[config.mk]
export PLATFORM = sky130hd
export DESIGN_NAME = dbus_rx_fifo_port_flat
export DESIGN_NICKNAME = d
export VERILOG_FILES = /design/src/rtl/dbus_rx_fifo_port_pkg.sv /design/src/rtl/dbus_rx_fifo_port_if.sv /design/src/rtl/dbus_rx_fifo_port_sync_fifo.sv /design/src/rtl/dbus_rx_fifo_port.sv /design/src/flat_wrapper.sv
export SDC_FILE = /design/constraint.sdc
export NUM_CORES = 1
export LEC_CHECK = 0
export CAP_MARGIN = 20
export CORE_UTILIZATION = 57
export CTS_BUF_LIST = sky130_fd_sc_hd__clkbuf_16
export CTS_CLUSTER_DIAMETER = 200
export DETAILED_ROUTE_END_ITERATION = 10
export PLACE_DENSITY = 0.86
export SYNTH_ARGS = -nofsm -noshare
export SYNTH_HDL_FRONTEND = slang
export SYNTH_SLANG_ARGS = --single-unit
[constraint.sdc]
create_clock -name iCLK -period 6.4 [get_ports iCLK]
set_input_delay 1.28 -clock iCLK [delete_from_list [all_inputs] [get_ports iCLK]]
set_output_delay 1.28 -clock iCLK [all_outputs]
set_load 0.005 [all_outputs]
[src/rtl/dbus_rx_fifo_port_pkg.sv]
// Shared register-map constants and helpers for the Dw-bus receive FIFO port.
package dbus_rx_fifo_port_pkg;

  typedef enum logic [1:0] {
    REG_STATUS = 2'd0,
    REG_DATA   = 2'd1,
    REG_CTRL   = 2'd2,
    REG_RSVD   = 2'd3
  } reg_sel_e;

  localparam int CTRL_FLUSH   = 0;
  localparam int CTRL_OVF_CLR = 1;
  localparam int CTRL_IE      = 2;

  localparam int ST_NEMPTY = 0;
  localparam int ST_FULL   = 1;
  localparam int ST_OVF    = 2;
  localparam int ST_IE     = 3;
  localparam int ST_CNT_LO = 8;

  typedef struct packed {
    logic flush;
    logic ovf_clr;
    logic ie_wr;
    logic ie_val;
  } ctrl_wr_t;

  function automatic logic in_window(input logic [31:0] addr, input logic [31:0] base);
    return addr[31:4] == base[31:4];
  endfunction

endpackage

[src/rtl/dbus_rx_fifo_port_if.sv]
// CPU data-bus (Dw*) responder signals grouped for the receive FIFO port.
interface dbus_rx_fifo_port_if;
  import dbus_rx_fifo_port_pkg::*;

  logic        DwReadEnable;
  logic        DwWriteEnable;
  logic [3:0]  DwByteEnable;
  logic [31:0] DwAddress;
  logic [31:0] DwWriteData;
  logic [31:0] DwReadData;
  logic        oSel;

  modport master (
    output DwReadEnable, DwWriteEnable, DwByteEnable, DwAddress, DwWriteData,
    input  DwReadData, oSel
  );

  modport slave (
    input  DwReadEnable, DwWriteEnable, DwByteEnable, DwAddress, DwWriteData,
    output DwReadData, oSel
  );
endinterface

[src/rtl/dbus_rx_fifo_port_sync_fifo.sv]
// Synchronous FIFO with flush; push ignored when full, pop ignored when empty.
module dbus_sync_fifo
  import dbus_rx_fifo_port_pkg::*;
#(
  parameter int DEPTH  = 16,
  parameter int DATA_W = 8,
  localparam int AW    = $clog2(DEPTH),
  localparam int CW    = AW + 1
) (
  input  logic              i_clk,
  input  logic              i_rst,
  input  logic              i_push,
  input  logic              i_pop,
  input  logic              i_flush,
  input  logic [DATA_W-1:0] i_data,
  output logic [DATA_W-1:0] o_head,
  output logic [CW-1:0]     o_count,
  output logic              o_full,
  output logic              o_empty
);

  logic [DATA_W-1:0] r_mem [DEPTH];
  logic [AW-1:0]     r_head;
  logic [AW-1:0]     r_tail;
  logic [CW-1:0]     r_count;
  logic              w_push;
  logic              w_pop;

  assign o_full  = (r_count == CW'(DEPTH));
  assign o_empty = (r_count == '0);
  assign w_push  = i_push && !o_full && !i_flush;
  assign w_pop   = i_pop && !o_empty && !i_flush;
  assign o_head  = r_mem[r_head];
  assign o_count = r_count;

  always_ff @(posedge i_clk) begin
    if (i_rst || i_flush) begin
      r_head  <= '0;
      r_tail  <= '0;
      r_count <= '0;
    end else begin
      if (w_push) r_tail <= r_tail + AW'(1);
      if (w_pop)  r_head <= r_head + AW'(1);
      case ({w_push, w_pop})
        2'b10:   r_count <= r_count + CW'(1);
        2'b01:   r_count <= r_count - CW'(1);
        default: r_count <= r_count;
      endcase
    end
  end

  // Storage carries no reset; contents past reset/flush are never observed.
  always_ff @(posedge i_clk) begin
    if (w_push) r_mem[r_tail] <= i_data;
  end

endmodule

[src/rtl/dbus_rx_fifo_port.sv]
// Dw-bus memory-mapped receive FIFO: producer pushes bytes, CPU polls STATUS/DATA
// or takes an interrupt; DATA reads pop once per strobe assertion.
module dbus_rx_fifo_port
  import dbus_rx_fifo_port_pkg::*;
#(
  parameter logic [31:0] BASE_ADDR = 32'hFF20_0100,
  parameter int          DEPTH     = 16,
  parameter int          DATA_W    = 8,
  localparam int         CW        = $clog2(DEPTH) + 1
) (
  input  logic              iCLK,
  input  logic              iRST,
  dbus_rx_fifo_port_if.slave bus,
  input  logic [DATA_W-1:0] iInData,
  input  logic              iInValid,
  output logic              oInReady,
  output logic              oIRQ
);

  logic              r_rd_q;
  logic              r_ovf;
  logic              r_ie;

  logic              w_sel;
  reg_sel_e          w_reg;
  logic              w_rd_data;
  logic              w_ctrl_wr;
  ctrl_wr_t          w_ctrl;
  logic              w_push;
  logic              w_pop;
  logic [DATA_W-1:0] w_head;
  logic [CW-1:0]     w_count;
  logic              w_full;
  logic              w_empty;
  logic [31:0]       w_status;
  logic              w_unused_bits;

  assign w_sel     = in_window(bus.DwAddress, BASE_ADDR);
  assign w_reg     = reg_sel_e'(bus.DwAddress[3:2]);
  assign w_rd_data = bus.DwReadEnable && w_sel && (w_reg == REG_DATA);
  assign w_ctrl_wr = bus.DwWriteEnable && w_sel && (w_reg == REG_CTRL) && bus.DwByteEnable[0];

  assign w_ctrl.flush   = w_ctrl_wr && bus.DwWriteData[CTRL_FLUSH];
  assign w_ctrl.ovf_clr = w_ctrl_wr && bus.DwWriteData[CTRL_OVF_CLR];
  assign w_ctrl.ie_wr   = w_ctrl_wr;
  assign w_ctrl.ie_val  = bus.DwWriteData[CTRL_IE];

  // Pop only on the rising edge of a DATA read; a concurrent write suppresses it.
  assign w_pop    = w_rd_data && !r_rd_q && !bus.DwWriteEnable && !w_empty;
  assign w_push   = iInValid && !w_full;
  assign oInReady = !w_full;
  assign oIRQ     = r_ie && !w_empty;

  dbus_sync_fifo #(
    .DEPTH  (DEPTH),
    .DATA_W (DATA_W)
  ) u_fifo (
    .i_clk   (iCLK),
    .i_rst   (iRST),
    .i_push  (w_push),
    .i_pop   (w_pop),
    .i_flush (w_ctrl.flush),
    .i_data  (iInData),
    .o_head  (w_head),
    .o_count (w_count),
    .o_full  (w_full),
    .o_empty (w_empty)
  );

  always_ff @(posedge iCLK) begin
    if (iRST) begin
      r_rd_q <= 1'b0;
      r_ovf  <= 1'b0;
      r_ie   <= 1'b0;
    end else begin
      r_rd_q <= w_rd_data;
      // Clear beats a same-cycle overflow.
      if (w_ctrl.ovf_clr)            r_ovf <= 1'b0;
      else if (iInValid && w_full)   r_ovf <= 1'b1;
      if (w_ctrl.ie_wr)              r_ie  <= w_ctrl.ie_val;
    end
  end

  always_comb begin
    w_status            = '0;
    w_status[ST_NEMPTY] = !w_empty;
    w_status[ST_FULL]   = w_full;
    w_status[ST_OVF]    = r_ovf;
    w_status[ST_IE]     = r_ie;
    w_status[ST_CNT_LO +: 8] = 8'(w_count);
  end

  always_comb begin
    bus.DwReadData = '0;
    if (w_sel) begin
      case (w_reg)
        REG_STATUS: bus.DwReadData = w_status;
        REG_DATA:   bus.DwReadData = w_empty ? 32'h0 : 32'(w_head);
        REG_CTRL:   bus.DwReadData = {29'b0, r_ie, 2'b00};
        default:    bus.DwReadData = '0;
      endcase
    end
  end

  assign bus.oSel = w_sel;

  assign w_unused_bits = ^{bus.DwAddress[1:0], bus.DwByteEnable[3:1], bus.DwWriteData[31:3]};

endmodule

[src/flat_wrapper.sv]
// flat-port wrapper written by rule: the top's interface ports become plain ports
module dbus_rx_fifo_port_flat import dbus_rx_fifo_port_pkg::*;
#(
  parameter logic [31:0] BASE_ADDR = 32'hFF20_0100,
  parameter int          DEPTH     = 16,
  parameter int          DATA_W    = 8,
  localparam int         CW        = $clog2(DEPTH) + 1
)
  (iCLK, iRST, iInData, iInValid, oInReady, oIRQ, bus_DwReadEnable, bus_DwWriteEnable, bus_DwByteEnable, bus_DwAddress, bus_DwWriteData, bus_DwReadData, bus_oSel);
  dbus_rx_fifo_port_if bus_i ();
  input  logic iCLK;
  input  logic iRST;
  input  logic [DATA_W-1:0] iInData;
  input  logic iInValid;
  output logic oInReady;
  output logic oIRQ;
  input wire logic [$bits(bus_i.DwReadEnable)-1:0] bus_DwReadEnable;
  input wire logic [$bits(bus_i.DwWriteEnable)-1:0] bus_DwWriteEnable;
  input wire logic [$bits(bus_i.DwByteEnable)-1:0] bus_DwByteEnable;
  input wire logic [$bits(bus_i.DwAddress)-1:0] bus_DwAddress;
  input wire logic [$bits(bus_i.DwWriteData)-1:0] bus_DwWriteData;
  output wire logic [$bits(bus_i.DwReadData)-1:0] bus_DwReadData;
  output wire logic [$bits(bus_i.oSel)-1:0] bus_oSel;
  assign bus_i.DwReadEnable = bus_DwReadEnable;
  assign bus_i.DwWriteEnable = bus_DwWriteEnable;
  assign bus_i.DwByteEnable = bus_DwByteEnable;
  assign bus_i.DwAddress = bus_DwAddress;
  assign bus_i.DwWriteData = bus_DwWriteData;
  assign bus_DwReadData = bus_i.DwReadData;
  assign bus_oSel = bus_i.oSel;
  dbus_rx_fifo_port #(.BASE_ADDR(BASE_ADDR), .DEPTH(DEPTH), .DATA_W(DATA_W)) u_core (.iCLK(iCLK), .iRST(iRST), .bus(bus_i), .iInData(iInData), .iInValid(iInValid), .oInReady(oInReady), .oIRQ(oIRQ));
endmodule
* Word-level counts from Yosys, hierarchy flattened
Memories as Yosys holds them, arrays and structs flattened. A register that Yosys moved wholly into a read port is not among the register bits.
Index checks and enable logic that the tools add are counted.
** Operators by class
- Equal/unequal tests :: 6
- Add/sub/neg operators :: 4
- Mux-type cells :: 8
- Reduce and logical (&&, ||, !) cells :: 27
** Operators with widths (count)
- $pmux 32 s3 :: 1
- $mux 32 :: 1
- $eq 28x28->1 const B :: 1
- $logic_and 1x1->1 :: 17
- $pmux 5 s2 :: 1
- $add 4x1->4 const B :: 2
- $mux 4 :: 2
- $mux 8 :: 1
- $add 5x1->5 const B :: 1
- $eq 5x5->1 const B :: 1
- $logic_not 1->1 :: 5
- $logic_not 5->1 :: 1
- $sub 5x1->5 const B :: 1
- $eq 2x1->1 const B :: 2
- $eq 2x2->1 const B :: 2
- $logic_not 2->1 :: 1
- $mux 1 :: 2
- $reduce_bool 2->1 :: 1
- $reduce_or 2->1 :: 1
- $logic_or 1x1->1 :: 1
** Storage, ports and cells
- Bits in writable memories :: 128
- Input bits :: 81
- Memories kept :: 1
- Bits in registers :: 16
- Logic and storage cells :: 52
- Output and inout bits :: 35
** Memory list
- u_core.u_fifo.r_mem :: words 16, width 8, rd ports 1, clocked after Yosys merged registers in 1, write ports 1, RTL line dbus_rx_fifo_port_sync_fifo.sv:22 : logic [DATA_W-1:0] r_mem [DEPTH];

* Longest topological paths before layout
Gate-level depths: netlist of the first run.
- Depth after elaboration :: 10
- Gate-level depth with buffers :: 15

* By module
Synthesis of the first run repeated with hierarchy kept, for this count alone.
** Second synthesis, totals
- Cell total of the unflattened synthesis :: 389
- Area, all modules :: 6623.9 um^2
** Modules (own cells, without submodules)
- dbus_sync_fifo :: sequential area each 4184.0 um^2, cells an instance 313, times used 1, area each 5998.3 um^2
- dbus_rx_fifo_port :: sequential area each 60.1 um^2, cells an instance 76, times used 1, area each 625.6 um^2

* Worst setup path after synthesis of the first run
Ideal clock, no wire load.
- Kind :: input -> output
- Start :: input bus_DwAddress[19]
- End :: output bus_DwReadData[2]
- Stages :: 6
- Buffers on the path :: 0
- Slack :: 2262 ps
- Required time :: 5120 ps
- Data arrival time :: 2858 ps
- Cells stage by stage :: or4_4 > nor3_1 > nand2_2 > inv_1 > nand4b_1 > o32ai_1
** On the way
- Cells in the longest elaborated chain, start to end :: 2
** RTL lines
- from (decl) :: RTL line flat_wrapper.sv:20 : input wire logic [$bits(bus_i.DwAddress)-1:0] bus_DwAddress;
- $eq 28x28->1 :: RTL line dbus_rx_fifo_port_pkg.sv:29 : return addr[31:4] == base[31:4];
- via bus_oSel :: RTL line flat_wrapper.sv:23 : output wire logic [$bits(bus_i.oSel)-1:0] bus_oSel;
- $mux 32 :: RTL line dbus_rx_fifo_port.sv:95 : if (w_sel) begin
- to (decl) :: RTL line flat_wrapper.sv:22 : output wire logic [$bits(bus_i.DwReadData)-1:0] bus_DwReadData;
The timed path passes the listed nets, and every way through them passes these cells.

* Worst setup path in the final report of the first run
- Start :: input bus_DwAddress[19]
- End :: output bus_DwReadData[2]
** On the way
- Cells in the longest elaborated chain, start to end :: 2
** RTL lines (RTL line)
- $eq 28x28->1 :: dbus_rx_fifo_port_pkg.sv:29
- $mux 32 :: dbus_rx_fifo_port.sv:95
Every way passes these cells.

==> results.md, run 1 <==
* Biggest area consumer among synthesized cells: edfxtp_1
* Core Area at 10940 µm²
* Top cells by area, synth: edfxtp_1 60%, mux4_2 14%, dfxtp_1 6.2%
* Die ar. at 11750 µm²
* Ant diodes at 0
* RePlAce Congestion at 0.8342
* Cell count after synthesis at 385
* Final std cells w/o fill at 605
* DR vias/cell at 6.359
* Post-CTS sizing at 0
* Hold_buf cts at 0
* Routed wl met3 at 1.513 mm
* Internal at 0.001644 W
* Worst Tran Pin Value at 1044 ps
* Synth unique cells at 49
* Area share of fa/ha/maj cells after synthesis at 1.357%
* Setup crit start kind: primary input
* Chip Height at 108.4 µm
* Combinational share of power at 4.5%
* Clock Sinks at 148
* Post-synthesis cell area at 6455 µm²
* Chip Width at 108.4 µm
* Largest vdd supply drop at 0.1702 mV
* Clock Power Share at 44.8%
* Setup Skew at 7.045 ps
* CTS Buf Count at 17
* Largest family of logic cells by synthesized area: multiplexers
* Mux cell area share after synthesis at 14.89%
* EDFF count, synth at 128
* Antenna Nets Post-Route at 0
* Syn_area_per_cell at 16.77 µm²
* FF+latch count, synth at 148
* CTS tree: built
* Filler cells at 667
* Setup Buffers After CTS at 0
* Status: finished, final reports clean
* DP Area at 7118 µm²
* WL/cell at 24.16 µm
* DR DRC count at 0
* I/O Pins at 116
* Routed Wire Length at 14.62 mm
* Number of port buffers at 62
* Clk buf depth at 2
* Final Hold Fails at 0
* Power Density at 273.9 nW/µm²
* Met2 Wirelength at 7.386 mm
* FP Rows at 38
* Max_slew headroom at 30.01%
* Synth Area in Compound Gates at 3.412%
* Global-route wire length before repair at 21.41 mm
* Power share of the sequential group at 50.8%
* TritonRoute pass-1 iters at 5
* Largest net degree at the start of global routing at 24
* Setup crit end kind: output pin
* Period utilisation layout at 84.97%
* Via count at 3847
* Design area at 7685 µm²
* Total Neg Setup Slack at 0 ps
* Simple-gate share of the synthesized area at 9.517%
* Critical path class: in2out
* Final min period at 5438 ps
* GR Util All Layers at 26.19%
* RSZ-0062 raised after global routing: false
* Async SR Flop Fraction at 0%
* Sw Share at 21.89%
* Most frequent cell after synthesis: edfxtp_1
* Fmax at 0.1839 GHz
* Half-perimeter wire length after placement at 8.798 mm
* Leak at 2.556 nW
* Final nets at 540
* Post-synth top cells: 128 x edfxtp_1, 40 x mux4_2, 21 x buf_4, 20 x dfxtp_1, 17 x nor2_1
* Root Buffer: clkbuf_16
* WL met1 at 5.324 mm
* Critical path fanouts, max at 8
* Min-Delay Path Class: reg2reg
* Initial detailed-routing violation count at 365
* H-Tree Depth at 4
* Tot Pwr at 0.002105 W
* Worst path required time at 5120 ps
* Initial antenna violation count at 0
* Vias in the first global route at 3735
* Initial Util at 59.03%
* Gr ovfl total at 0
* Synth Area in XOR/XNOR at 0.9498%
* Ys Warns at 0
* Placed insts at 572
* Max cap viols at 0
* Clock Pin Slew Worst Setup and Hold Paths at 60 ps
* Clk_lat worst skew at 420 ps
* Layout cells sized above 1 at 18.06%
* Max layer used: met4
* Area growth from synthesis to layout at 19.05%
* Worst path arrival time at 4160 ps
* Main synth FF type: edfxtp_1
* Max-slew violation count at 0
* Net Switching at 0.0004608 W
* Sequential area share after synthesis at 65.75%
* Endpoints failing setup at 0
* Top cell type's share of synthesized area at 59.55%
flip-flops by register name (all words and copies together), names as in the netlist, named ones only:
register / count
u_core.u_fifo.r_mem: 128
u_core.u_fifo.o_count: 5
u_core.u_fifo.r_head: 4
u_core.u_fifo.r_tail: 4
u_core.r_ie: 1
u_core.r_ovf: 1
u_core.r_rd_q: 1
area by class of cell:
| class | instances | area [µm²] | area share (%) |
|---|---|---|---|
| sequential | 148 | 4245 | 55.24 |
| multi-input combinational | 210 | 2021 | 26.29 |
| timing repair buffer | 66 | 650.6 | 8.466 |
| clock buffer | 17 | 425.4 | 5.536 |
| tap | 140 | 175.2 | 2.279 |
| clock inverter | 15 | 133.9 | 1.742 |
| inverter | 9 | 33.78 | 0.4396 |
per-stage QoR:
step	setup slack (ps)	hold WS (ps)	utilization, %
after global placement	1029	476.6	65.09
after floorplan	2262	446.8	-
after CTS	980.9	506.6	70.21
final	962.0	525.6	70.27
after detailed placement	994.7	498.0	65.09
after global routing	810.3	564.3	70.27
path summary, 6_finish.rpt:
path | cells past startpoint | to | slack, ps | startpoint
setup / recovery | 9 | bus_DwReadData[2] | 960 | bus_DwAddress[19]
hold reg to reg | 2 | u_core.r_ie | 530 | u_core.r_ie
setup reg to reg | 10 | u_core.u_fifo.o_count[2] | 2990 | u_core.u_fifo.o_count[2]
hold / removal | 2 | u_core.r_ie | 530 | u_core.r_ie
worst max-delay path, cell delays in order:
cell and delay, ps:
clkdlybuf4s50_1 400, or4_4 540, nor3_1 200, buf_4 170, nand2_2 120, inv_1 220
nand4b_1 400, o32ai_1 280, clkdlybuf4s50_1 550
cell usage in the layout, fill, tap and decap left out, types with 2 or more instances in the layout:
master,count
a21boi_2,2
a21o_1,2
a21oi_1,7
a31oi_1,4
and2_1,9
and3_1,14
buf_4,4
clkbuf_16,17
clkdlybuf4s50_1,62
clkinv_1,2
clkinv_2,2
clkinv_4,4
conb_1,19
dfxtp_1,19
edfxtp_1,128
ha_1,7
inv_1,10
inv_6,2
inv_8,2
mux2i_1,6
mux4_2,40
nand2_1,11
nand2b_1,2
nand3_1,4
nand3b_1,2
nand4_1,2
nand4b_1,2
nor2_1,17
nor2b_1,10
nor3_1,8
nor4_1,6
nor4b_1,4
o21ai_0,4
o31a_1,2
or3_1,2
xnor2_1,4
xor2_1,3
logic make-up after synthesis:
kind of cell | after synthesis
flops | 148
simple gates | 102
mux | 46
buf+inv | 45
compound gates | 29
fa+ha+maj | 7
xor+xnor | 7
other cells | 1
routing by layer:
metal / global-route usage [%] / vias up
met5: 0 / -
met4: 10.33 / 0
met3: 8.318 / 36
met2: 42.22 / 257
met1: 33.12 / 1919
li1: - / 1635
power groups by stage:
stage / registers [W] / clock network, W / logic (W)
final: 0.00107 / 0.000943 / 0.0000937
after global routing: 0.00107 / 0.000980 / 0.000101
after CTS: 0.00107 / 0.000947 / 0.0000925
after detailed placement: 0.00109 / 0 / 0.0000908
after global placement: 0.00109 / 0 / 0.0000860
after floorplan: 0.00108 / 0 / 0.0000510
(Power assumes the default switching activity.)
==> inputs of run 2 (changes only) <==
--- a/config.mk
+++ b/config.mk
@@ -6,11 +6,11 @@
 export NUM_CORES = 1
 export LEC_CHECK = 0
 export CAP_MARGIN = 20
-export CORE_UTILIZATION = 57
+export CORE_UTILIZATION = 47
 export CTS_BUF_LIST = sky130_fd_sc_hd__clkbuf_16
 export CTS_CLUSTER_DIAMETER = 200
 export DETAILED_ROUTE_END_ITERATION = 10
-export PLACE_DENSITY = 0.86
+export PLACE_DENSITY = 0.75
 export SYNTH_ARGS = -nofsm -noshare
 export SYNTH_HDL_FRONTEND = slang
 export SYNTH_SLANG_ARGS = --single-unit
==> constraint.sdc (replaced) <==
create_clock -name iCLK -period 4.54 [get_ports iCLK]
set_input_delay 0.908 -clock iCLK [delete_from_list [all_inputs] [get_ports iCLK]]
set_output_delay 0.908 -clock iCLK [all_outputs]
set_load 0.005 [all_outputs]
==> run 2 against run 1 <==
Compared with the run above:
- core utilization fell by 11 points
- global-route usage fell by 5.4 points
- register-to-register slack got worse by 1600 ps
- sequential share of layout area fell by 1.1 points
- non-clock buffer count rose by 10
- via count fell by 2.7%
- highest routed layer unchanged
- critical path depth did not move
- critical path type unchanged
- largest cell class unchanged
- total power rose by 44%
- hold slack got worse by 43 ps
- wire length fell by 4.9%
==> results.md, run 2 (synthesis gave the netlist of run 1 again) <==
* Worst path required time at 3630 ps (-1490 ps)
* Worst path arrival time at 3430 ps (-730 ps)
* Global routing's busiest layer: met2
* Max_slew headroom at 30.51% (+0.50 points)
* Final min period at 4340 ps
* Most frequent cells in the layout: 128 x edfxtp_1, 62 x clkdlybuf4s50_1, 40 x mux4_2, 19 x dfxtp_1, 19 x conb_1
* Largest vdd supply drop at 0.2613 mV (+54%)
* RePlAce Congestion at 0.8338 (about the same)
* Core Area at 13300 µm² (+22%)
* Initial antenna violation count at 0 (unchanged)
* FP Rows at 42 (+11%)
* Chip Width at 119.2 µm (+9.9%)
* Half-perimeter wire length after placement at 8.757 mm (-0.46%)
* Vias in the first global route at 3764 (+0.78%)
* Power share of the sequential group at 49.5% (-1.3 points)
* Clock Pin Slew Worst Setup and Hold Paths at 60 ps (about the same)
* Routed Wire Length at 13.90 mm (-4.9%)
* Clock Sinks at 148 (unchanged)
* Met3 Use GR at 5.603% (-2.7 points)
* GR Util All Layers at 20.79% (-5.4 points)
* Via count at 3742 (-2.7%)
* Critical path class: in2out
* Most flop-heavy register: u_core.u_fifo.r_mem
* Initial detailed-routing violation count at 338 (-7.4%)
* I/O Pins at 116 (unchanged)
* Setup crit end kind: output pin
* Combinational share of power at 4.3% (-0.2 points)
* Sw Share at 21.57% (-0.32 points)
* Initial Util at 48.55% (-10 points)
* Clk_lat worst skew at 420 ps (about the same)
* Layout cells sized above 1 at 20.21% (+2.1 points)
* Tot Pwr at 0.003037 W (+44%)
* Die ar. at 14210 µm² (+21%)
* Status: finished, final reports clean
* CTS Buf Count at 17 (unchanged)
* Global-route wire length before repair at 21.22 mm (-0.90%)
* Filler cells at 968 (+45%)
* Endpoints failing setup at 0 (unchanged)
* Final Hold Fails at 0 (unchanged)
* Chip Height at 119.2 µm (+9.9%)
* Max reg flops at 128 (unchanged)
* Fin Hold WS at 482.6 ps (-43.00 ps)
* Power Density at 387.4 nW/µm² (+41%)
* Number of port buffers at 62 (unchanged)
* Ant diodes at 0 (unchanged)
* Fmax at 0.2304 GHz
* Root Buffer: clkbuf_16
* Setup Skew at 8.119 ps (+1.074 ps)
* Max-slew violation count at 0 (unchanged)
* H-Tree Depth at 4 (unchanged)
* Area growth from synthesis to layout at 21.46%
* Met2 usage at 34.77% (-7.4 points)
* Worst Tran Pin Value at 1037 ps (-7.473 ps)
* RSZ-0062 raised after global routing: false
* Min-Delay Path Class: reg2reg
* Final nets at 550 (+1.9%)
* Max cap viols at 0 (unchanged)
* Period utilisation layout at 95.60%
* Net Switching at 0.0006552 W (+42%)
* Most common cell after layout, fill and taps aside: edfxtp_1
* Critical path fanouts, max at 8 (unchanged)
* GR met1 Demand/Resource at 25.63% (-7.5 points)
* Clk buf depth at 2 (unchanged)
* CTS tree: built
* Leak at 2.606 nW (+2.0%)
* Gr ovfl total at 0 (unchanged)
* Clock Power Share at 46.1% (+1.3 points)
* Setup crit start kind: primary input
* DR DRC count at 0 (unchanged)
* WL/cell at 21.35 µm (-12%)
* TritonRoute pass-1 iters at 5 (unchanged)
* Antenna Nets Post-Route at 0 (unchanged)
* Internal at 0.002382 W (+45%)
* Largest net degree at the start of global routing at 19 (-21%)
* DR vias/cell at 5.748 (-9.6%)
## run 2: changes by cell type in the layout (fill, tap and decap cells not counted), sizes merged
cell | before | now
clkinv | 8 | 2
bufinv | 1 | 2
clkinvlp | 1 | 4
buf | 4 | 14
inv | 14 | 16
## run 2: per-stage QoR
step	setup TNS (ps)	util [%]	cells	setup WS (ps)	cell area, µm²
3_3_place_gp	0	54.39	617	60.79	7231
2_1_floorplan	0	-	403	806.2	6523
4_1_cts	0	58.91	650	190.5	7833
6_report	0	58.97	651	200.0	7840
3_5_place_dp	-3.429	54.39	617	-3.429	7231
5_1_grt	0	58.97	651	39.09	7840
## run 2: timing repair
item,in CTS,in global routing
hold buffers,0,0
setup endpoints to repair,2,0
resized for setup,0,0
setup buffers,1,0
## run 2: power by group through the flow
stage | combinational [W] | sequential, W | clock (W)
after floorplan | 0.0000718 | 0.00153 | 0
after CTS | 0.000131 | 0.00150 | 0.00141
after global placement | 0.000125 | 0.00153 | 0
after detailed placement | 0.000129 | 0.00153 | 0
after global routing | 0.000143 | 0.00151 | 0.00147
final | 0.000132 | 0.00150 | 0.00140
## run 2: layer usage
layer / vias to the layer above / wire length, µm
li1: 1649 / -
met1: 1871 / 5565
met2: 196 / 6936
met3: 26 / 1104
met4: 0 / 295
met5: - / 0
## run 2: critical path, stage by stage
cell and delay [ps]:
clkdlybuf4s50_1 430, or4_4 520, nor3_1 320, nand2_2 180, inv_1 100, nand4b_1 100, buf_4 200, nor2b_1 130
clkdlybuf4s50_1 540
## run 2: area by class of cell
class                           count  area (µm²)  area share [%]
Multi-Input combinational cell    210        2021           25.77
Clock buffer                       17       425.4           5.426
Clock inverter                     15       168.9           2.154
Timing Repair Buffer               76       725.7           9.256
Inverter                            9       33.78          0.4309
Sequential cell                   148        4245           54.15
Tap cell                          176       220.2           2.809
## run 2: path summary, 6_finish.rpt
path | start | endpoint | slack (ps) | cells after the start
worst max-delay path | bus_DwAddress[18] | bus_DwReadData[4] | 200 | 9
worst min-delay path | u_core.r_ie | u_core.r_ie | 480 | 2
worst max register to register | u_core.u_fifo.o_count[1] | u_core.u_fifo.o_count[2] | 1410 | 9
worst min register to register | u_core.r_ie | u_core.r_ie | 480 | 2
